$ cat src/rtl/control_sequencer_if.sv
// Instruction-in / decoded-control-out bundle for control_sequencer.
// The master side (the source of instructions) drives instructions, stall and flush; the slave side (the sequencer) returns the decoded strobes and fields.
interface control_sequencer_if #(
    parameter int unsigned DATA_W = 16,
    parameter int unsigned ADDR_W = 1,
    parameter int unsigned ACT_W  = 2,
    parameter int unsigned REP_W  = 4,
    parameter int unsigned DEPTH  = 4
);
    localparam int unsigned INSTR_W = REP_W + 3 + ACT_W + 2 + ADDR_W + DATA_W;
    localparam int unsigned CNT_W   = $clog2(DEPTH) + 1;

    logic [INSTR_W-1:0] instr_in;
    logic               instr_valid;
    logic               instr_ready;
    logic               stall;
    logic               flush;
    logic               out_valid;
    logic               nn_start;
    logic               accept_w;
    logic               switch;
    logic               load_weights;
    logic               load_bias;
    logic               load_inputs;
    logic [ACT_W-1:0]   activation_datapath;
    logic [ADDR_W-1:0]  address;
    logic [DATA_W-1:0]  data_in;
    logic [CNT_W-1:0]   fifo_count;
    logic               busy;

    modport master (
        output instr_in, instr_valid, stall, flush,
        input  instr_ready, out_valid, nn_start, accept_w, switch,
               load_weights, load_bias, load_inputs,
               activation_datapath, address, data_in, fifo_count, busy
    );

    modport slave (
        input  instr_in, instr_valid, stall, flush,
        output instr_ready, out_valid, nn_start, accept_w, switch,
               load_weights, load_bias, load_inputs,
               activation_datapath, address, data_in, fifo_count, busy
    );
endinterface

$ cat src/rtl/control_sequencer.sv
// Instruction FIFO plus issue FSM: pops one instruction at a time and holds its
// decoded control strobes for rep+1 non-stalled cycles, with stall and flush.
module control_sequencer #(
    parameter int unsigned DATA_W = 16,
    parameter int unsigned ADDR_W = 1,
    parameter int unsigned ACT_W  = 2,
    parameter int unsigned REP_W  = 4,
    parameter int unsigned DEPTH  = 4
) (
    input  logic clk,
    input  logic rst,
    control_sequencer_if.slave bus
);
    localparam int unsigned INSTR_W  = REP_W + 3 + ACT_W + 2 + ADDR_W + DATA_W;
    localparam int unsigned PTR_W    = $clog2(DEPTH);
    localparam int unsigned CNT_W    = PTR_W + 1;
    localparam int unsigned ADDR_LSB = DATA_W;
    localparam int unsigned SEL_LSB  = ADDR_LSB + ADDR_W;
    localparam int unsigned ACT_LSB  = SEL_LSB + 2;
    localparam int unsigned SW_BIT   = ACT_LSB + ACT_W;
    localparam int unsigned AW_BIT   = SW_BIT + 1;
    localparam int unsigned NS_BIT   = SW_BIT + 2;

    typedef enum logic {IDLE, ACTIVE} state_t;

    state_t             state, state_d;
    logic [REP_W-1:0]   rep_cnt, rep_cnt_d;
    logic [INSTR_W-1:0] mem [DEPTH];
    logic [PTR_W-1:0]   wr_ptr, rd_ptr;
    logic [CNT_W-1:0]   count;
    logic [INSTR_W-1:0] head;
    logic               empty, push, pop, load_new, issue;
    logic               cur_ns, cur_aw, cur_sw;
    logic [1:0]         cur_sel;
    logic               sel_ns, sel_aw, sel_sw;
    logic [1:0]         sel_sel;

    assign head            = mem[rd_ptr];
    assign empty           = (count == '0);
    assign bus.instr_ready = (count < CNT_W'(DEPTH));
    assign push            = bus.instr_valid && bus.instr_ready && !bus.flush;
    assign bus.fifo_count  = count;
    assign bus.busy        = !empty || bus.out_valid || (state == ACTIVE);

    // Strobe source: freshly popped head, or the held active instruction after a stall.
    assign sel_ns  = load_new ? head[NS_BIT] : cur_ns;
    assign sel_aw  = load_new ? head[AW_BIT] : cur_aw;
    assign sel_sw  = load_new ? head[SW_BIT] : cur_sw;
    assign sel_sel = load_new ? head[SEL_LSB +: 2] : cur_sel;

    always_ff @(posedge clk) begin
        if (push) mem[wr_ptr] <= bus.instr_in;
    end

    // Pointers and occupancy; simultaneous push and pop leave the count unchanged.
    always_ff @(posedge clk or posedge rst) begin
        if (rst) begin
            wr_ptr <= '0;
            rd_ptr <= '0;
            count  <= '0;
        end else if (bus.flush) begin
            wr_ptr <= '0;
            rd_ptr <= '0;
            count  <= '0;
        end else begin
            if (push) wr_ptr <= wr_ptr + PTR_W'(1);
            if (pop)  rd_ptr <= rd_ptr + PTR_W'(1);
            case ({push, pop})
                2'b10:   count <= count + CNT_W'(1);
                2'b01:   count <= count - CNT_W'(1);
                default: count <= count;
            endcase
        end
    end

    always_ff @(posedge clk or posedge rst) begin
        if (rst) begin
            state   <= IDLE;
            rep_cnt <= '0;
        end else begin
            state   <= state_d;
            rep_cnt <= rep_cnt_d;
        end
    end

    always_comb begin
        state_d   = state;
        rep_cnt_d = rep_cnt;
        pop       = 1'b0;
        load_new  = 1'b0;
        issue     = 1'b0;
        if (bus.flush) begin
            state_d   = IDLE;
            rep_cnt_d = '0;
        end else begin
            case (state)
                IDLE: begin
                    if (!empty && !bus.stall) begin
                        pop       = 1'b1;
                        load_new  = 1'b1;
                        issue     = 1'b1;
                        state_d   = ACTIVE;
                        rep_cnt_d = head[INSTR_W-1 -: REP_W];
                    end
                end
                ACTIVE: begin
                    if (!bus.stall) begin
                        if (rep_cnt != '0) begin
                            rep_cnt_d = rep_cnt - REP_W'(1);
                            issue     = 1'b1;
                        end else if (!empty) begin
                            pop       = 1'b1;
                            load_new  = 1'b1;
                            issue     = 1'b1;
                            rep_cnt_d = head[INSTR_W-1 -: REP_W];
                        end else begin
                            state_d = IDLE;
                        end
                    end
                end
                default: state_d = IDLE;
            endcase
        end
    end

    // Registered outputs: strobes follow issue, fields load only on a pop and otherwise hold.
    always_ff @(posedge clk or posedge rst) begin
        if (rst) begin
            bus.out_valid           <= 1'b0;
            bus.nn_start            <= 1'b0;
            bus.accept_w            <= 1'b0;
            bus.switch              <= 1'b0;
            bus.load_weights        <= 1'b0;
            bus.load_bias           <= 1'b0;
            bus.load_inputs         <= 1'b0;
            bus.activation_datapath <= '0;
            bus.address             <= '0;
            bus.data_in             <= '0;
            cur_ns                  <= 1'b0;
            cur_aw                  <= 1'b0;
            cur_sw                  <= 1'b0;
            cur_sel                 <= 2'b00;
        end else begin
            bus.out_valid    <= issue;
            bus.nn_start     <= issue && sel_ns;
            bus.accept_w     <= issue && sel_aw;
            bus.switch       <= issue && sel_sw;
            bus.load_weights <= issue && (sel_sel == 2'b11);
            bus.load_bias    <= issue && (sel_sel == 2'b10);
            bus.load_inputs  <= issue && (sel_sel == 2'b01);
            if (load_new) begin
                bus.activation_datapath <= head[ACT_LSB +: ACT_W];
                bus.address             <= head[ADDR_LSB +: ADDR_W];
                bus.data_in             <= head[DATA_W-1:0];
                cur_ns                  <= head[NS_BIT];
                cur_aw                  <= head[AW_BIT];
                cur_sw                  <= head[SW_BIT];
                cur_sel                 <= head[SEL_LSB +: 2];
            end
        end
    end
endmodule

$ cat src/flat_wrapper.sv
// flat-port wrapper written by rule: the top's interface ports become plain ports
module control_sequencer_flat 
#(
    parameter int unsigned DATA_W = 16,
    parameter int unsigned ADDR_W = 1,
    parameter int unsigned ACT_W  = 2,
    parameter int unsigned REP_W  = 4,
    parameter int unsigned DEPTH  = 4
)
  (clk, rst, bus_instr_in, bus_instr_valid, bus_stall, bus_flush, bus_instr_ready, bus_out_valid, bus_nn_start, bus_accept_w, bus_switch, bus_load_weights, bus_load_bias, bus_load_inputs, bus_activation_datapath, bus_address, bus_data_in, bus_fifo_count, bus_busy);
  control_sequencer_if #(.DATA_W(DATA_W), .ADDR_W(ADDR_W), .ACT_W(ACT_W), .REP_W(REP_W), .DEPTH(DEPTH)) bus_i ();
  input  logic clk;
  input  logic rst;
  input wire logic [$bits(bus_i.instr_in)-1:0] bus_instr_in;
  input wire logic [$bits(bus_i.instr_valid)-1:0] bus_instr_valid;
  input wire logic [$bits(bus_i.stall)-1:0] bus_stall;
  input wire logic [$bits(bus_i.flush)-1:0] bus_flush;
  output wire logic [$bits(bus_i.instr_ready)-1:0] bus_instr_ready;
  output wire logic [$bits(bus_i.out_valid)-1:0] bus_out_valid;
  output wire logic [$bits(bus_i.nn_start)-1:0] bus_nn_start;
  output wire logic [$bits(bus_i.accept_w)-1:0] bus_accept_w;
  output wire logic [$bits(bus_i.switch)-1:0] bus_switch;
  output wire logic [$bits(bus_i.load_weights)-1:0] bus_load_weights;
  output wire logic [$bits(bus_i.load_bias)-1:0] bus_load_bias;
  output wire logic [$bits(bus_i.load_inputs)-1:0] bus_load_inputs;
  output wire logic [$bits(bus_i.activation_datapath)-1:0] bus_activation_datapath;
  output wire logic [$bits(bus_i.address)-1:0] bus_address;
  output wire logic [$bits(bus_i.data_in)-1:0] bus_data_in;
  output wire logic [$bits(bus_i.fifo_count)-1:0] bus_fifo_count;
  output wire logic [$bits(bus_i.busy)-1:0] bus_busy;
  assign bus_i.instr_in = bus_instr_in;
  assign bus_i.instr_valid = bus_instr_valid;
  assign bus_i.stall = bus_stall;
  assign bus_i.flush = bus_flush;
  assign bus_instr_ready = bus_i.instr_ready;
  assign bus_out_valid = bus_i.out_valid;
  assign bus_nn_start = bus_i.nn_start;
  assign bus_accept_w = bus_i.accept_w;
  assign bus_switch = bus_i.switch;
  assign bus_load_weights = bus_i.load_weights;
  assign bus_load_bias = bus_i.load_bias;
  assign bus_load_inputs = bus_i.load_inputs;
  assign bus_activation_datapath = bus_i.activation_datapath;
  assign bus_address = bus_i.address;
  assign bus_data_in = bus_i.data_in;
  assign bus_fifo_count = bus_i.fifo_count;
  assign bus_busy = bus_i.busy;
  control_sequencer #(.DATA_W(DATA_W), .ADDR_W(ADDR_W), .ACT_W(ACT_W), .REP_W(REP_W), .DEPTH(DEPTH)) u_core (.clk(clk), .rst(rst), .bus(bus_i));
endmodule
$ cat config.mk
export PLATFORM = sky130hd
export DESIGN_NAME = control_sequencer_flat
export DESIGN_NICKNAME = d
export VERILOG_FILES = /design/src/rtl/control_sequencer_if.sv /design/src/rtl/control_sequencer.sv /design/src/flat_wrapper.sv
export SDC_FILE = /design/constraint.sdc
export NUM_CORES = 1
export LEC_CHECK = 0
export ABC_CLOCK_PERIOD_IN_PS = 4870
export BUFFER_PORTS_ARGS = -buffer_cell sky130_fd_sc_hd__clkbuf_2
export CAP_MARGIN = 30
export CORE_UTILIZATION = 50
export CTS_CLUSTER_DIAMETER = 30
export DETAILED_ROUTE_END_ITERATION = 10
export PLACE_DENSITY = 0.7
export SKIP_LAST_GASP = 1
export SYNTH_ARGS = -nofsm -noshare
export SYNTH_HDL_FRONTEND = slang
export SYNTH_SLANG_ARGS = --single-unit
$ cat constraint.sdc
create_clock -name clk -period 4.87 [get_ports clk]
set_input_delay 0.487 -clock clk [delete_from_list [all_inputs] [get_ports clk]]
set_output_delay 0.487 -clock clk [all_outputs]
set_load 0.1 [all_outputs]
==> results.sh, run 1 <==
export IMPL_outcome="finished with violations"
export IMPL_failed_checks="DRC"
export IMPL_worstMarginPinSlew_ps=819
export IMPL_slew_viol_final=0
export IMPL_synth_edf_count=112
export IMPL_regArea_sq_um=4440
export IMPL_grt_pass1_wl_mm=16.5
export IMPL_syn_area_sq_um=6040
export IMPL_antenna_left=0
export IMPL_wl_mm=10.4
export IMPL_min_to="u_core.mem[1][1]"
export IMPL_p_total_mw=4.70
export IMPL_p_int_mw=2.83
export IMPL_viasPerCell=5.46
export IMPL_power_frac_clock_pct=27.2
export IMPL_yosysSeqAreaShare_pct=73.5
export IMPL_vdd_drop_max_mv=0.541
export IMPL_grt_overflow=0
export IMPL_cpMaxStageDelayCell="a2111oi_4"
export IMPL_post_cts_buffers=0
export IMPL_slowest_delay_ps=510
export IMPL_grt_max_degree=44
export IMPL_rows=39
export IMPL_grt_pass1_vias=3067
export IMPL_critical_path_arrival_ps=2980
export IMPL_fp_dieH_um=112
export IMPL_placed_area_sq_um=6500
export IMPL_clkTransAtPathRegs_ps=60
export IMPL_htree_levels=4
export IMPL_antenna_found_initial=0
export IMPL_finClkSkew_ps=6.07
export IMPL_yosys_warnings=0
export IMPL_syn_nets=351
export IMPL_slew_headroom_pct=45.4
export IMPL_fin_nets=425
export IMPL_startpoint_type="flop"
export IMPL_cts_tree="yes"
export IMPL_nFillCells=859
export IMPL_synthTopCellsByArea="edfxtp_1, dfrtp_1, mux4_2"
export IMPL_grt_setup_unrepaired="false"
export IMPL_path_cells="inv_1 > ha_1 > or3b_1 > a2111oi_4 > buf_6 > buf_4 > mux2_2"
export IMPL_whs_ps=286
export IMPL_async_flop_share_pct=27.7
export IMPL_drt_iter0_markers=207
export IMPL_pwr_share_comb_pct=35.5
export IMPL_core_sq_um=11600
export IMPL_gp_congestion=0.805
export IMPL_path_class="reg -> reg"
export IMPL_syn_to_final_growth_pct=17.8
export IMPL_crit_path_end_kind="flop"
export IMPL_drc_errors=4
export IMPL_initial_core_util_pct=52.0
export IMPL_crit_buf_inv=3
export IMPL_switching_share_pct=39.8
export IMPL_synth_cell_types=41
export IMPL_cts_made_buffers=17
export IMPL_fin_crit_ps=2680
export IMPL_grt_util_met1_pct=24.5
export IMPL_drt_first_pass_iters=7
export IMPL_synth_top_area_share_pct=55.7
export IMPL_crit_reg2reg_launch="u_core.rep_cnt[0]"
export IMPL_p_leak_nw=2.64
export IMPL_floorplan_die_width_um=112
export IMPL_final_area_sq_um=7120
export IMPL_p_seq_share_pct=37.3
export IMPL_ys_flop_type="edfxtp_1"
export IMPL_cap_violations=0
export IMPL_place_ws_ps=2200
export IMPL_hp_class="in -> reg"
export IMPL_cts_root_buf="clkbuf_16"
export IMPL_syn_area_per_cell_sq_um=19.4
export IMPL_setup_viol=0
export IMPL_multiInputGateArea_sq_um=1490
export IMPL_rrSetupSlack_ps=2190
export IMPL_syn_inst=311
export IMPL_startpoint="u_core.rep_cnt[0]"
export IMPL_min_period_over_period_pct=55.1
export IMPL_met3_usage_pct=5.93
export IMPL_hold_violations=0
export IMPL_layout_common_cells="edfxtp_1, clkbuf_2, dfrtp_1"
export IMPL_clk_path_buf_depth=2
export IMPL_die_area_sq_um=12500
export IMPL_r2r_cells=7
export IMPL_grt_usage_pct=18.2
export IMPL_drive_gt1_share_pct=40.7
export IMPL_path_depth=7
export IMPL_hold_path_startpoint="bus_instr_in[1]"
export IMPL_yosys_area_top_type="edfxtp_1"
export IMPL_final_util_pct=61.3
export IMPL_grt_util_met2_pct=27.9
export IMPL_setup_slack_ps=2190
export IMPL_path_max_fanout=17
export IMPL_port_buffer_count=63
export IMPL_ys_ff_latch=155
export IMPL_hold_depth=1
export IMPL_dp_cells=507
export IMPL_routed_via_count=2956
export IMPL_hpwl_mm=6.31
export IMPL_final_common_cell="edfxtp_1"
export IMPL_num_antenna_cells=0
export IMPL_clkLatencyLatePin_ps=420
export IMPL_cp_top_family="buffers and inverters"
export IMPL_fin_cells=541
export IMPL_max_clock_freq_mhz=373
export IMPL_setup_tns_ps=0
export IMPL_r2r_end="u_core.bus.data_in[12]"
export IMPL_io_pins=64
export IMPL_cp_required_ps=5170
export IMPL_avgRoutedWirePerCell_um=19.1
export IMPL_cts_sinks=155
export IMPL_power_density_nw_per_um2=661
export IMPL_power_switching_mw=1.87
export IMPL_grt_busiest_layer="met2"
-- kinds of logic (layout without fill, tap and decap cells) --
group                    Yosys count  after routing  synth area share [%]
adder cells (fa/ha/maj)            7              7                  1.57
flip-flops                       155            155                  73.5
buffers and inverters             23            110                  1.99
AO/OA/AOI/OAI                     26             26                  3.15
multiplexers                      56             56                  15.7
XOR/XNOR                           2              2                 0.290
AND/OR/NAND/NOR                   42             42                  3.75
-- worst max path at each step --
stage                                     to  slack (ps)
CTS                   u_core.bus.data_in[12]        2190
floorplan                   u_core.mem[0][0]        1690
detailed placement    u_core.bus.data_in[12]        2200
global route               u_core.cur_sel[0]        2040
global placement    u_core.bus.fifo_count[1]        1780
finish                u_core.bus.data_in[12]        2190
-- timing repair --
action | 4_1_cts | 5_1_grt
hold buffers | 0 | 1
hold endpoints to repair | 0 | 5
gates resized for setup | 0 | 0
-- power by group through the flow --
| stage | logic (mW) | clock network [mW] | registers [mW] |
|---|---|---|---|
| after floorplan | 0.728 | 0 | 2.45 |
| after global placement | 1.58 | 0 | 1.83 |
| after detailed placement | 1.68 | 0 | 1.78 |
| after CTS | 1.68 | 1.30 | 1.76 |
| after global routing | 1.75 | 1.35 | 1.78 |
| final | 1.67 | 1.28 | 1.75 |
-- state kept, by name (all words and copies together), names as in the netlist --
| register | count |
|---|---|
| u_core.bus.nn_start | 1 |
| u_core.mem | 112 |
| u_core.cur_sw | 1 |
| u_core.bus.accept_w | 1 |
| u_core.state | 1 |
| u_core.bus.fifo_count | 3 |
| u_core.bus.switch | 1 |
| u_core.bus.address | 1 |
| u_core.bus.load_inputs | 1 |
| u_core.cur_sel | 2 |
| u_core.bus.load_weights | 1 |
| u_core.rep_cnt | 4 |
| u_core.bus.load_bias | 1 |
| u_core.bus.out_valid | 1 |
| u_core.wr_ptr | 2 |
| u_core.bus.activation_datapath | 2 |
| u_core.cur_aw | 1 |
| u_core.rd_ptr | 2 |
| u_core.bus.data_in | 16 |
| u_core.cur_ns | 1 |
-- Yosys cell counts (all sizes together) (4+ instances only) --
master and n:
nand2 7, mux2 26, dfrtp 43, ha 6, clkbuf 6, and2 6
edfxtp 112, inv 9, o21ai 9, buf 8, nand3b 4, nor2b 4
a21oi 4, mux4 28, nor2 9
-- metal layers --
metal / wire length (um) / part of all wire, % / vias to the layer above
met3: 560 / 5.4 / 10
met2: 5020 / 48 / 78
met1: 4660 / 45 / 1504
met5: 0 / 0 / -
li1: - / - / 1364
met4: 116 / 1.1 / 0
-- area by class of cell --
class | count | share of cell area [%]
Clock buffer | 19 | 6.37
Clock inverter | 13 | 1.86
Inverter | 9 | 0.475
Multi-Input combinational cell | 133 | 20.9
Sequential cell | 155 | 62.4
Tap cell | 143 | 2.51
Timing Repair Buffer | 69 | 5.50
(Power assumes the default switching activity.)
==> run 2: changes to the inputs <==
ABC_CLOCK_PERIOD_IN_PS = 2600   (was 4870)
clock period = 2.6 ns   (was 4.87 ns; I/O delays follow)
==> results.sh, run 2 (synthesis results as in run 1) <==
export IMPL_outcome="finished with violations"
export IMPL_failed_checks="DRC"
export IMPL_fin_nets=433
export IMPL_wl_mm=10.6
export IMPL_grt_setup_unrepaired="false"
export IMPL_grt_util_met1_pct=23.0
export IMPL_slew_headroom_pct=62.0
export IMPL_viasPerCell=5.51
export IMPL_power_density_nw_per_um2=1240
export IMPL_final_common_cell="edfxtp_1"
export IMPL_cts_sinks=155
export IMPL_cp_required_ps=2890
export IMPL_min_period_over_period_pct=93.7
export IMPL_grt_pass1_vias=3264
export IMPL_clk_path_buf_depth=2
export IMPL_core_sq_um=11600
export IMPL_largest_register="u_core.mem"
export IMPL_vdd_drop_max_mv=0.856
export IMPL_htree_levels=4
export IMPL_io_pins=64
export IMPL_cts_made_buffers=17
export IMPL_port_buffer_count=63
export IMPL_crit_reg2reg_launch="u_core.rep_cnt[0]"
export IMPL_clkLatencyLatePin_ps=430
export IMPL_grt_pass1_wl_mm=17.0
export IMPL_grt_overflow=0
export IMPL_rows=39
export IMPL_p_leak_nw=2.70
export IMPL_critical_path_arrival_ps=2720
export IMPL_routed_via_count=3024
export IMPL_largest_reg_flops=112
export IMPL_nFillCells=824
export IMPL_hold_path_startpoint="bus_instr_in[6]"
export IMPL_finClkSkew_ps=7.97
export IMPL_fin_cells=549
export IMPL_startpoint_type="flop"
export IMPL_antenna_left=0
export IMPL_worstMarginPinSlew_ps=570
export IMPL_drive_gt1_share_pct=42.1
export IMPL_hpwl_mm=6.80
export IMPL_floorplan_die_width_um=112
export IMPL_r2r_end="u_core.bus.accept_w"
export IMPL_path_max_fanout=10
export IMPL_initial_core_util_pct=52.0
export IMPL_min_to="u_core.mem[2][6]"
export IMPL_grt_max_degree=44
export IMPL_die_area_sq_um=12500
export IMPL_antenna_found_initial=0
export IMPL_clkTransAtPathRegs_ps=60
export IMPL_setup_slack_ps=164
export IMPL_grt_util_met2_pct=31.3
export IMPL_fp_dieH_um=112
export IMPL_cap_violations=0
export IMPL_cts_root_buf="clkbuf_16"
export IMPL_grt_busiest_layer="met2"
export IMPL_r2r_cells=7
export IMPL_post_cts_buffers=0
export IMPL_cts_tree="yes"
export IMPL_reg_top3="u_core.mem: 112 flops, u_core.bus.data_in: 16 flops, u_core.rep_cnt: 4 flops"
export IMPL_fin_crit_ps=2440
export IMPL_gp_congestion=0.791
export IMPL_drt_iter0_markers=142
export IMPL_rrSetupSlack_ps=160
export IMPL_met3_usage_pct=7.40
export IMPL_max_clock_freq_mhz=410
export IMPL_avgRoutedWirePerCell_um=19.3
export IMPL_grt_usage_pct=19.1
export IMPL_syn_to_final_growth_pct=20.0
export IMPL_hold_depth=1
export IMPL_hold_violations=0
export IMPL_slew_viol_final=0
export IMPL_drt_first_pass_iters=8
export IMPL_num_antenna_cells=0
export IMPL_place_ws_ps=204
export IMPL_dp_cells=515
export IMPL_path_class="reg -> reg"
export IMPL_hp_class="in -> reg"
export IMPL_layout_common_cells="edfxtp_1, clkbuf_2, dfrtp_1"
export IMPL_crit_path_end_kind="flop"
export IMPL_drc_errors=4
export IMPL_setup_tns_ps=0
export IMPL_setup_viol=0
==> run 2: area by class of cell <==
cell class              count  area (sq um)  share of cell area, %
repair buffers             77           473                   6.53
multi-input cells         133          1490                   20.5
clock inverters            11           168                   2.31
well taps                 143           179                   2.47
inverters                   9          37.5                  0.518
clock buffers              21           460                   6.35
flip-flops and latches    155          4440                   61.3
==> run 2: worst max-delay path by stage <==
stage | from | cells after the start | endpoint
floorplan | u_core.bus.fifo_count[2] | 4 | u_core.mem[0][0]
global placement | u_core.rep_cnt[0] | 7 | u_core.bus.switch
detailed placement | u_core.rep_cnt[0] | 7 | u_core.bus.accept_w
CTS | u_core.rep_cnt[0] | 7 | u_core.bus.accept_w
global route | u_core.rep_cnt[0] | 7 | u_core.bus.accept_w
finish | u_core.rep_cnt[0] | 7 | u_core.bus.accept_w
==> run 2: stage by stage <==
step	utilization [%]	cell area (sq um)	hold slack [ps]	power (mW)
global route	62.4	7250	35.7	9.37
finish	62.4	7250	54.4	9.01
global placement	56.7	6590	474	6.44
floorplan	-	6050	359	5.95
CTS	62.1	7220	32.5	9.08
detailed placement	56.7	6590	483	6.50
==> run 2: what timing repair did <==
action,4_1_cts,5_1_grt
resized for setup,0,0
hold buffers,0,1
endpoints found under the hold margin,0,7
==> run 2: power by group <==
part	switching, mW	internal, mW	total (mW)	leakage, nW
clock network	0.931	1.65	2.58	0.293
logic	2.24	0.900	3.14	0.848
registers	0.256	3.03	3.29	1.56
total	3.43	5.58	9.01	2.70
==> run 2: critical path: stages, from the launching register on <==
cell       delay (ps)
dfrtp_1           410
inv_1             110
ha_1              160
or3b_1            490
a2111oi_4         380
buf_4             260
mux2_2            360
nor2b_1           130
==> run 2: layer usage <==
| metal | wire [um] | up-vias |
|---|---|---|
| met2 | 5450 | 72 |
| met3 | 527 | 19 |
| li1 | - | 1389 |
| met5 | 0 | - |
| met1 | 4460 | 1544 |
| met4 | 192 | 0 |
